==> config.mk <==
export PLATFORM = sky130hd
export DESIGN_NAME = rr_arbiter8
export DESIGN_NICKNAME = d
export VERILOG_FILES = /design/src/rtl/arb_pkg.sv /design/src/rtl/rr_pick8.sv /design/src/rtl/rr_arbiter8.sv
export SDC_FILE = /design/constraint.sdc
export NUM_CORES = 1
export LEC_CHECK = 0
export BUFFER_PORTS_ARGS = -buffer_cell sky130_fd_sc_hd__buf_2
export CORE_ASPECT_RATIO = 0.7
export CORE_MARGIN = 3
export CORE_UTILIZATION = 50
export DETAILED_ROUTE_END_ITERATION = 8
export GPL_TIMING_DRIVEN = 0
export PLACE_DENSITY = 0.73
export SLEW_MARGIN = 30
export SYNTH_ARGS = -nofsm -noshare
export SYNTH_HDL_FRONTEND = slang
export SYNTH_SLANG_ARGS = --single-unit
==> constraint.sdc <==
create_clock -name clk -period 8.5 [get_ports clk]
set_input_delay 1.275 -clock clk [delete_from_list [all_inputs] [get_ports clk]]
set_output_delay 1.275 -clock clk [all_outputs]
set_load 0.01 [all_outputs]
==> src/rtl/arb_pkg.sv <==
// Shared constants and FSM state encoding for the 8-way round-robin arbiter.
package arb_pkg;
   localparam int N_REQ = 8;
   localparam int IDX_W = 3;

   typedef enum logic {
      IDLE  = 1'b0,
      GRANT = 1'b1
   } state_t;
endpackage

==> src/rtl/rr_pick8.sv <==
// Combinational round-robin pick: first set request bit at or after ptr, wrapping 7->0.
module rr_pick8
   import arb_pkg::*;
(
   input  logic [N_REQ-1:0] req,
   input  logic [IDX_W-1:0] ptr,
   output logic [IDX_W-1:0] idx,
   output logic             any
);

   logic [N_REQ-1:0] rot;
   logic [IDX_W-1:0] off;

   // rot[i] is the requester i positions after ptr in search order
   always_comb begin
      for (int i = 0; i < N_REQ; i++)
         rot[i] = req[IDX_W'(ptr + IDX_W'(i))];
   end

   always_comb begin
      off = '0;
      for (int i = N_REQ - 1; i >= 0; i--)
         if (rot[i]) off = IDX_W'(i);
   end

   assign idx = ptr + off;
   assign any = |req;

endmodule

==> src/rtl/rr_arbiter8.sv <==
// Round-robin arbiter with a per-grant hold limit; all outputs registered.
module rr_arbiter8
   import arb_pkg::*;
#(
   parameter int MAX_HOLD = 16,
   parameter int N_REQ    = arb_pkg::N_REQ
) (
   input  logic             clk,
   input  logic             rst,
   input  logic [N_REQ-1:0] req,
   input  logic             rel,
   output logic [N_REQ-1:0] gnt,
   output logic [IDX_W-1:0] gnt_idx,
   output logic             gnt_vld,
   output logic             timeout
);

   localparam int CW = $clog2(MAX_HOLD);

   state_t           state;
   logic [IDX_W-1:0] ptr;
   logic [CW-1:0]    cnt;
   logic [IDX_W-1:0] pick_idx;
   logic             pick_any;
   logic             holder_req;
   logic             at_limit;
   logic             leave;

   rr_pick8 u_pick (
      .req (req),
      .ptr (ptr),
      .idx (pick_idx),
      .any (pick_any)
   );

   assign holder_req = req[gnt_idx];
   assign at_limit   = (cnt == CW'(MAX_HOLD - 1));
   assign leave      = rel | ~holder_req | at_limit;

   always_ff @(posedge clk or posedge rst) begin
      if (rst) begin
         state   <= IDLE;
         ptr     <= '0;
         cnt     <= '0;
         gnt     <= '0;
         gnt_idx <= '0;
         gnt_vld <= 1'b0;
         timeout <= 1'b0;
      end else begin
         timeout <= 1'b0;
         case (state)
            IDLE: begin
               if (pick_any) begin
                  state   <= GRANT;
                  gnt_idx <= pick_idx;
                  gnt     <= N_REQ'(1) << pick_idx;
                  gnt_vld <= 1'b1;
                  cnt     <= '0;
               end
            end
            GRANT: begin
               if (leave) begin
                  state   <= IDLE;
                  gnt     <= '0;
                  gnt_idx <= '0;
                  gnt_vld <= 1'b0;
                  ptr     <= gnt_idx + IDX_W'(1);
                  // a release or dropped request wins over the hold limit
                  timeout <= at_limit & ~rel & holder_req;
               end else begin
                  cnt <= cnt + CW'(1);
               end
            end
            default: state <= IDLE;
         endcase
      end
   end

endmodule

==> results.ini, run 1 <==
[yosys]
yosys_warnings=0
synthDistinctLibCells=44
synth_top_area_cell=dfrtp_1
synth_compound_area_share_pct=13.2
muxShareOfSynthArea_pct=24.6
synthAdderAreaFrac_pct=4.52
synth_most_common_cell=nand3_1
synth_edf_count=0
syn_nets=200
yosysTopAreaCellShare_pct=28.8
synth_top_family_by_area=multiplexers
syn-instance-count=183
ys_ff_latch=21
synth_common_cells=22 x nand3_1, 21 x dfrtp_1, 16 x nand2_1
syn_area_um2=1830
synth-simple-area-share_pct=21.7
ys_seq_area_share_pct=28.8
synthArstFlopShare_pct=100
synth-xor-area-share_pct=3.36
yosys-top-cells-area=dfrtp_1 29%, mux4_2 9.9%, nand3_1 6.0%, mux4_1 5.8%, mux2i_1 3.8%
synth_area_per_cell_um2=9.98
ys.flop_type=dfrtp_1

[job]
max-cap-violations=0

[worst_setup_path]
critPathKind=reg2reg
critPathBufInv=4
crit_family=adder cells
critical_path_depth=17
startpoint_type=flip-flop
required_ps=8700
reg2regPathDepth=17
crit_path_frequent_cell=nor2_1
rrSetupSlack_ps=4270
critPathSlowestCell=dfrtp_1
endpoint_kind=flip-flop
cp_max_fo=10
path_cells=buf_2 -> inv_1 -> ha_1 -> buf_6 -> mux2_4 -> mux4_1 -> nor2_1 -> nor2_1 -> o21bai_1 -> a21oi_1 -> ha_1 -> inv_1 -> fa_1 -> or3_1 -> nor2_1 -> nand3_1 -> nand3_1
cpPeakStageDelay_ps=550
critPathArrivalTime_ps=4430

[place]
place_area_um2=2000
dpl.hpwl_um=3240
dp_worst_setup_slack_ps=4300
place.gp.congestion=0.930
port_buffers=23

[sta]
setup_viol=0
hold_viol=0
maxSlewHeadroom_pct=40.5
max_freq_mhz=236
worstMarginPinSlew_ps=884
setup_ws_ps=4270
period_needed_ps=4230
setup_tns_ps=0
drv_slew=0
clock_skew_ps=2.55
rsz0062_at_grt=false
period_share_pct=49.7

[die]
coreArea_um2=3320
die_height_um=56.6
die_x_um=78.2
ios=24
dieArea_um2=4420
start_util_pct=55.0
core.rowCount=17

[clock_tree]
cts_tree=built
clock_path_buffers=2
clock_latency_ps=260
cts_resized=0
numCtsBuffers=3
clkTransAtPathRegs_ps=80
h-tree-depth=1
ctsHoldBuffers=0
clock-sinks=21
post_cts_buffers=0
cts-root-buf=clkbuf_8

[min_path]
worstHoldPathCells=2
hp-class=reg2reg

[pwr]
total_power_w=0.000958
power_density_nw_per_um2=468
pwr-share-comb_pct=75.4
p_sw_w=0.000464
internal-power_w=0.000494
p_leak_nw=0.962
swShare_pct=48.4
seqPwrFrac_pct=17.7
clkPwrFrac_pct=6.9
peakVddDrop_v=0.000209

[route]
wl_per_cell_um=16.8
viasPerCell=5.96
dr.pass1.iters=4
drt-total-wl_um=4310
drc=0
drt_iter0_markers=164
antenna_left=0
via_count=1532

[cells_and_area]
utilization_pct=61.7
drive_above_1_share_pct=28.1
final_nets=228
num-fill-cells=285
area_delta_synth_final_pct=12.1
diodes=0
stdcell_area_um2=2050

[global_routing]
met1_usage_pct=30.2
track_usage_pct=21.5
grt_pass1_wl_um=7580
use_met3_pct=5.13
grtUsageMet2_pct=34.0
grt_pass1_vias=1532
top_usage_layer=met2
grt_start_max_net_pins=22
antenna_found_initial=0
grt.overflow.total=0

[run_status]
status=complete, no violations

## registers in the layout, indices dropped and copies added, names as in the netlist
| signal | flops |
|---|---|
| gnt | 8 |
| cnt | 4 |
| gnt_idx | 3 |
| ptr | 3 |
| gnt_vld | 1 |
| state | 1 |
| timeout | 1 |
## through the flow
stage	instances	hold WS, ps
after floorplan	183	489
after global placement	253	457
after detailed placement	253	476
after CTS	257	498
after global routing	257	525
final	257	493
## power groups by stage
| stage | registers [W] | logic, W | clock network [W] |
|---|---|---|---|
| 2_1_floorplan | 0.000168 | 0.000576 | 0 |
| 3_3_place_gp | 0.000167 | 0.000682 | 0 |
| 3_5_place_dp | 0.000171 | 0.000712 | 0 |
| 4_1_cts | 0.000170 | 0.000718 | 0.0000689 |
| 5_1_grt | 0.000176 | 0.000803 | 0.0000740 |
| 6_report | 0.000170 | 0.000722 | 0.0000663 |
## logic make-up after synthesis
family,after synthesis
and+or+nand+nor,75
AOI/OAI and AO/OA,34
muxes,26
DFF,21
buffers and inverters,14
xor gates and xnor gates,7
adders and majority gates,6
## final cells by class
| class | count | area (um^2) | share of cell area [%] |
|---|---|---|---|
| Clock buffer | 3 | 41.3 | 2.02 |
| Timing Repair Buffer | 23 | 115 | 5.63 |
| Clock inverter | 1 | 5.00 | 0.245 |
| Buffer | 6 | 40.0 | 1.96 |
| Sequential cell | 21 | 526 | 25.7 |
| Multi-Input combinational cell | 148 | 1230 | 60.1 |
| Tap cell | 47 | 58.8 | 2.87 |
| Inverter | 8 | 30.0 | 1.47 |
## worst min-delay path: stages, from the launching register on
cell and delay [ps]:
dfrtp_1 340, nand2_1 50, nand3_1 70
## path summary, 6_finish.rpt
check,endpoint,from
min in group asynchronous,cnt[2]$_DFFE_PP0P_,rst
min,gnt[1]$_DFFE_PP0P_,gnt[1]$_DFFE_PP0P_
max reg2reg,gnt[6]$_DFFE_PP0P_,ptr[0]$_DFFE_PP0P_
max,gnt[6]$_DFFE_PP0P_,ptr[0]$_DFFE_PP0P_
min reg2reg,gnt[1]$_DFFE_PP0P_,gnt[1]$_DFFE_PP0P_
max in group asynchronous,gnt[4]$_DFFE_PP0P_,rst
## routing by layer
metal	up-vias	part of all wire, %
met5	-	0
met2	39	47
li1	742	-
met1	744	46
met3	7	5.6
met4	0	0.97
## cell usage in the layout (no fill, tap or decap), types with 4 or more instances in the layout
cell and n:
a21oi_1 9, buf_2 25, dfrtp_1 21, ha_1 5, inv_1 8, mux2_4 4
mux2i_1 7, mux4_1 4, mux4_2 8, nand2_1 16, nand3_1 22, nor2_1 15
o21ai_0 13, or3b_2 4, xor2_1 5
No activity file was read; power rests on OpenSTA's default activity.
==> run 2: changes to the inputs <==
--- a/config.mk
+++ b/config.mk
@@ -11,7 +11,7 @@
 export CORE_UTILIZATION = 50
 export DETAILED_ROUTE_END_ITERATION = 8
 export GPL_TIMING_DRIVEN = 0
-export PLACE_DENSITY = 0.73
+export PLACE_DENSITY = 0.75
 export SLEW_MARGIN = 30
 export SYNTH_ARGS = -nofsm -noshare
 export SYNTH_HDL_FRONTEND = slang
==> constraint.sdc (replaced) <==
create_clock -name clk -period 3.5 [get_ports clk]
set_input_delay 0.525 -clock clk [delete_from_list [all_inputs] [get_ports clk]]
set_output_delay 0.525 -clock clk [all_outputs]
set_load 0.01 [all_outputs]
==> results.ini, run 2 (synthesis gave the netlist of run 1 again) <==
[run_status]
status=finished with violations
violations=negative setup slack

[sta]
setup_tns_ps=-1020
setup_ws_ps=-164
maxSlewHeadroom_pct=40.5
max_freq_mhz=273
period_share_pct=105
period_needed_ps=3660
worstMarginPinSlew_ps=885
clock_skew_ps=1.84
rsz0062_at_grt=true
drv_slew=0
hold_viol=0
setup_viol=8

[die]
die_height_um=56.6
ios=24
die_x_um=78.2
start_util_pct=55.0
dieArea_um2=4420
core.rowCount=17
coreArea_um2=3320

[route]
drt-total-wl_um=5020
drt_iter0_markers=139
dr.pass1.iters=4
via_count=1698
drc=0
wl_per_cell_um=18.7
viasPerCell=6.34
antenna_left=0

[clock_tree]
ctsHoldBuffers=0
clock_latency_ps=260
cts-root-buf=clkbuf_8
h-tree-depth=1
clock_path_buffers=2
numCtsBuffers=3
cts_tree=built
clock-sinks=21
clkTransAtPathRegs_ps=80

[worst_setup_path]
cpPeakStageDelay_ps=510
critPathArrivalTime_ps=3800
path_cells=buf_6 -> inv_4 -> ha_4 -> mux2_4 -> mux4_2 -> nor2_2 -> nor2_1 -> o21bai_1 -> a21oi_1 -> ha_2 -> inv_2 -> fa_2 -> buf_4 -> buf_6 -> nand3b_1 -> nor2_1 -> o21ai_0 -> nand3_1
critPathKind=reg2reg
required_ps=3640
critPathBufInv=5
endpoint_kind=flip-flop
cp_max_fo=6
critPathSlowestCell=mux4_2
crit_family=adder cells
reg2regPathDepth=18
critical_path_depth=18
startpoint_type=flip-flop

[cells_and_area]
drive_above_1_share_pct=43.0
final_nets=239
final_cell_mix=24 x buf_2, 20 x dfrtp_1, 18 x nand3_1
top_regs=gnt x8, cnt x4
regMostFlops=gnt
diodes=0
layout_commonest_cell=buf_2
area_delta_synth_final_pct=25.1
largest_reg_flops=8

[global_routing]
track_usage_pct=22.4
grt_pass1_vias=1658
antenna_found_initial=0
grt.overflow.total=0
grt_pass1_wl_um=7940
grt_start_max_net_pins=22

[job]
max-cap-violations=0

[place]
dpl.hpwl_um=3290
port_buffers=23
place.gp.congestion=0.961

[min_path]
hp-class=in2async

-- run 2: cell count changes in the layout (fill, tap and decap cells not counted), sizes merged --
| cell | before | now |
|---|---|---|
| buf | 28 | 39 |
-- run 2: layout make-up --
class	instances	area, um^2
Clock buffer	3	41.3
Timing Repair Buffer	35	213
Fill cell	258	1030
Inverter	8	35.0
Clock inverter	1	5.00
Sequential cell	21	527
Multi-Input combinational cell	148	1360
Buffer	5	42.5
Tap cell	47	58.8
-- run 2: through the flow --
stage                     setup WS, ps  cells  util (%)  hold slack (ps)  cell area [um^2]
after CTS                       0.0207    263      64.8              418              2150
after global routing              -335    268      68.8              440              2280
final                             -164    268      68.8              394              2280
after floorplan                  -36.4    183         -              489              1850
after detailed placement          -390    253      61.0              480              2020
after global placement            -234    253      61.0              457              2020
-- run 2: worst reg2reg max path, stage by stage, from the launching register on --
cell,delay [ps]
dfrtp_1,380
buf_6,130
inv_4,40
ha_4,320
mux2_4,330
mux4_2,510
nor2_2,110
nor2_1,60
o21bai_1,170
a21oi_1,100
ha_2,170
inv_2,50
fa_2,470
buf_4,160
buf_6,110
nand3b_1,120
nor2_1,70
o21ai_0,110
nand3_1,110
-- run 2: final timing paths --
check,from,end,slack (ps)
setup / recovery,ptr[1]$_DFFE_PP0P_,gnt[0]$_DFFE_PP0P_,-160
hold / removal,rst,gnt[1]$_DFFE_PP0P_,390
setup reg to reg,ptr[1]$_DFFE_PP0P_,gnt[0]$_DFFE_PP0P_,-160
hold reg to reg,gnt[3]$_DFFE_PP0P_,gnt[3]$_DFFE_PP0P_,490
max in group asynchronous,rst,ptr[0]$_DFFE_PP0P_,2570
min in group clk,rel,timeout$_DFF_PP0_,440
-- run 2: metal layers --
metal	vias to the layer above	track usage [%]	routed length, um
met5	-	0	0
li1	760	-	-
met1	837	30.7	2130
met2	80	36.8	2490
met4	0	5.49	107
met3	21	4.33	298
-- run 2: timing repair --
item                                    4_1_cts  5_1_grt
gates resized for setup                      17       19
setup buffers                                 7        5
pin swaps                                     7        7
endpoints found under the setup margin        9        9
Power of run 2 is not shown: default switching activity piles up to over one toggle a cycle in this logic, so the estimate is an artifact.
==> run 3: changes to the inputs <==
--- a/config.mk
+++ b/config.mk
@@ -6,12 +6,14 @@
 export NUM_CORES = 1
 export LEC_CHECK = 0
 export BUFFER_PORTS_ARGS = -buffer_cell sky130_fd_sc_hd__buf_2
+export CELL_PAD_IN_SITES_DETAIL_PLACEMENT = 1
+export CELL_PAD_IN_SITES_GLOBAL_PLACEMENT = 2
 export CORE_ASPECT_RATIO = 0.7
 export CORE_MARGIN = 3
-export CORE_UTILIZATION = 50
+export CORE_UTILIZATION = 40
 export DETAILED_ROUTE_END_ITERATION = 8
 export GPL_TIMING_DRIVEN = 0
-export PLACE_DENSITY = 0.75
+export PLACE_DENSITY = 0.88
 export SLEW_MARGIN = 30
 export SYNTH_ARGS = -nofsm -noshare
 export SYNTH_HDL_FRONTEND = slang
==> constraint.sdc (replaced) <==
create_clock -name clk -period 4.53 [get_ports clk]
set_input_delay 0.6795 -clock clk [delete_from_list [all_inputs] [get_ports clk]]
set_output_delay 0.6795 -clock clk [all_outputs]
set_load 0.01 [all_outputs]
==> results.ini, run 3 (synthesis gave the netlist of run 1 again) <==
[run_status]
status=complete, no violations

[place]
dpl.hpwl_um=3780
port_buffers=23
place.gp.congestion=0.815

[cells_and_area]
final_nets=228
layout_commonest_cell=buf_2
regMostFlops=gnt
num-fill-cells=480
final_cell_mix=25 x buf_2, 22 x nand3_1, 20 x dfrtp_1
area_delta_synth_final_pct=12.7
largest_reg_flops=8
drive_above_1_share_pct=28.6
diodes=0
top_regs=gnt x8, cnt x4

[route]
drt-total-wl_um=4900
dr.pass1.iters=4
dr_wl_met3_um=230
routed.top_layer=met4
drt_iter0_markers=68
antenna_left=0
wl_per_cell_um=18.7
viasPerCell=6.09
via_count=1595
drc=0
wl_met2_um=2320
met1Wirelength_um=2330

[worst_setup_path]
critPathSlowestCell=mux4_1
crit_path_frequent_cell=nor2_1
required_ps=4740
cpPeakStageDelay_ps=560
critPathArrivalTime_ps=4370
critPathKind=reg2reg
cp_max_fo=10
path_cells=buf_2 -> inv_1 -> ha_1 -> buf_6 -> mux2_4 -> mux4_1 -> nor2_1 -> nor2_1 -> o21bai_1 -> a21oi_1 -> ha_1 -> inv_1 -> fa_1 -> or3_1 -> nor2_1 -> o21ai_0 -> nand3_1
startpoint_type=flip-flop
r2r-start=ptr[0]$_DFFE_PP0P_
crit_path_start=ptr[0]$_DFFE_PP0P_
endpoint_kind=flip-flop

[sta]
setup_viol=0
worstMarginPinSlew_ps=869
holdWs_ps=491
setup_tns_ps=0
maxSlewHeadroom_pct=42.0
max_freq_mhz=240
drv_slew=0
hold_viol=0
rsz0062_at_grt=false
period_needed_ps=4160
period_share_pct=91.9
clock_skew_ps=7.69

[die]
coreArea_um2=4160
dieArea_um2=5420
core.rowCount=19
ios=24
die_x_um=86.7
die_height_um=62.5
start_util_pct=43.9

[clock_tree]
clkTransAtPathRegs_ps=80
ctsHoldBuffers=0
clock_latency_ps=270
h-tree-depth=1
cts_resized=0
clock-sinks=21
cts_tree=built
clock_path_buffers=2
numCtsBuffers=3
cts-root-buf=clkbuf_8
post_cts_buffers=0

[pwr]
swShare_pct=49.5
power_density_nw_per_um2=899
clkPwrFrac_pct=6.8
p_leak_nw=0.959
peakVddDrop_v=0.000380
pwr-share-comb_pct=75.9
internal-power_w=0.000933
seqPwrFrac_pct=17.2
p_sw_w=0.000916

[global_routing]
grt_start_max_net_pins=22
antenna_found_initial=0
grt.overflow.total=0
grt_pass1_wl_um=8560
grt_pass1_vias=1669
track_usage_pct=19.6

[min_path]
hold_path.startpoint=gnt_vld$_DFFE_PP0P_
hp-class=reg2reg

[job]
max-cap-violations=0

==> run 3: cell types whose count changed in the layout (fill, tap and decap cells not counted), moves of 3 or more <==
| cell | previous run | this run |
|---|---|---|
| o21ai_0 | 10 | 13 |
| nand3_1 | 18 | 22 |
| nor2_4 | 3 | 0 |
| nand3_2 | 5 | 1 |
| inv_1 | 5 | 8 |
| nor2_1 | 10 | 15 |
| buf_4 | 11 | 2 |
| o21ai_1 | 4 | 1 |
==> run 3: critical path, delay by kind of cell, from the launching register on <==
kind,cells,cell delay (ps)
buffers and inverters,4,630
adders and majority gates,3,970
and+or+nand+nor,5,830
muxes,2,880
AOI/OAI and AO/OA,3,310
DFF,1,470
==> run 3: layout make-up <==
| type | instances | area, um^2 | share of cell area (%) |
|---|---|---|---|
| Tap cell | 52 | 65.1 | 3.16 |
| Clock buffer | 4 | 45.0 | 2.19 |
| Multi-Input combinational cell | 148 | 1230 | 60.0 |
| Inverter | 8 | 30.0 | 1.46 |
| Buffer | 6 | 40.0 | 1.95 |
| Timing Repair Buffer | 23 | 115 | 5.60 |
| Sequential cell | 21 | 527 | 25.6 |
==> run 3: worst paths after layout <==
kind,cells after the start,endpoint,slack [ps]
setup / recovery,17,gnt[2]$_DFFE_PP0P_,370
hold / removal,2,gnt_vld$_DFFE_PP0P_,490
setup reg to reg,17,gnt[2]$_DFFE_PP0P_,370
hold reg to reg,2,gnt_vld$_DFFE_PP0P_,490
max in group asynchronous,2,ptr[0]$_DFFE_PP0P_,3350
min in group asynchronous,2,gnt[5]$_DFFE_PP0P_,580
==> run 3: power by group through the flow <==
stage	Clock (W)	Combinational [W]	Sequential, W
finish	0.000126	0.00140	0.000318
global route	0.000137	0.00154	0.000331
CTS	0.000132	0.00139	0.000317
detailed placement	0	0.00139	0.000320
global placement	0	0.00131	0.000315
floorplan	0	0.00108	0.000316
==> run 3: metrics by stage <==
step / utilization [%] / cell area (um^2) / worst slack (ps) / cells / total power (W)
floorplan: - / 1830 / 802 / 183 / 0.00140
global placement: 48.2 / 2010 / 501 / 258 / 0.00162
detailed placement: 48.2 / 2010 / 281 / 258 / 0.00171
CTS: 49.3 / 2050 / 265 / 262 / 0.00184
global route: 49.4 / 2060 / 48.5 / 262 / 0.00201
finish: 49.4 / 2060 / 368 / 262 / 0.00185
==> run 3: layer usage <==
layer	up-vias	track usage (%)
li1	743	-
met1	810	28.7
met4	0	1.95
met2	38	31.3
met5	-	0
met3	4	3.16
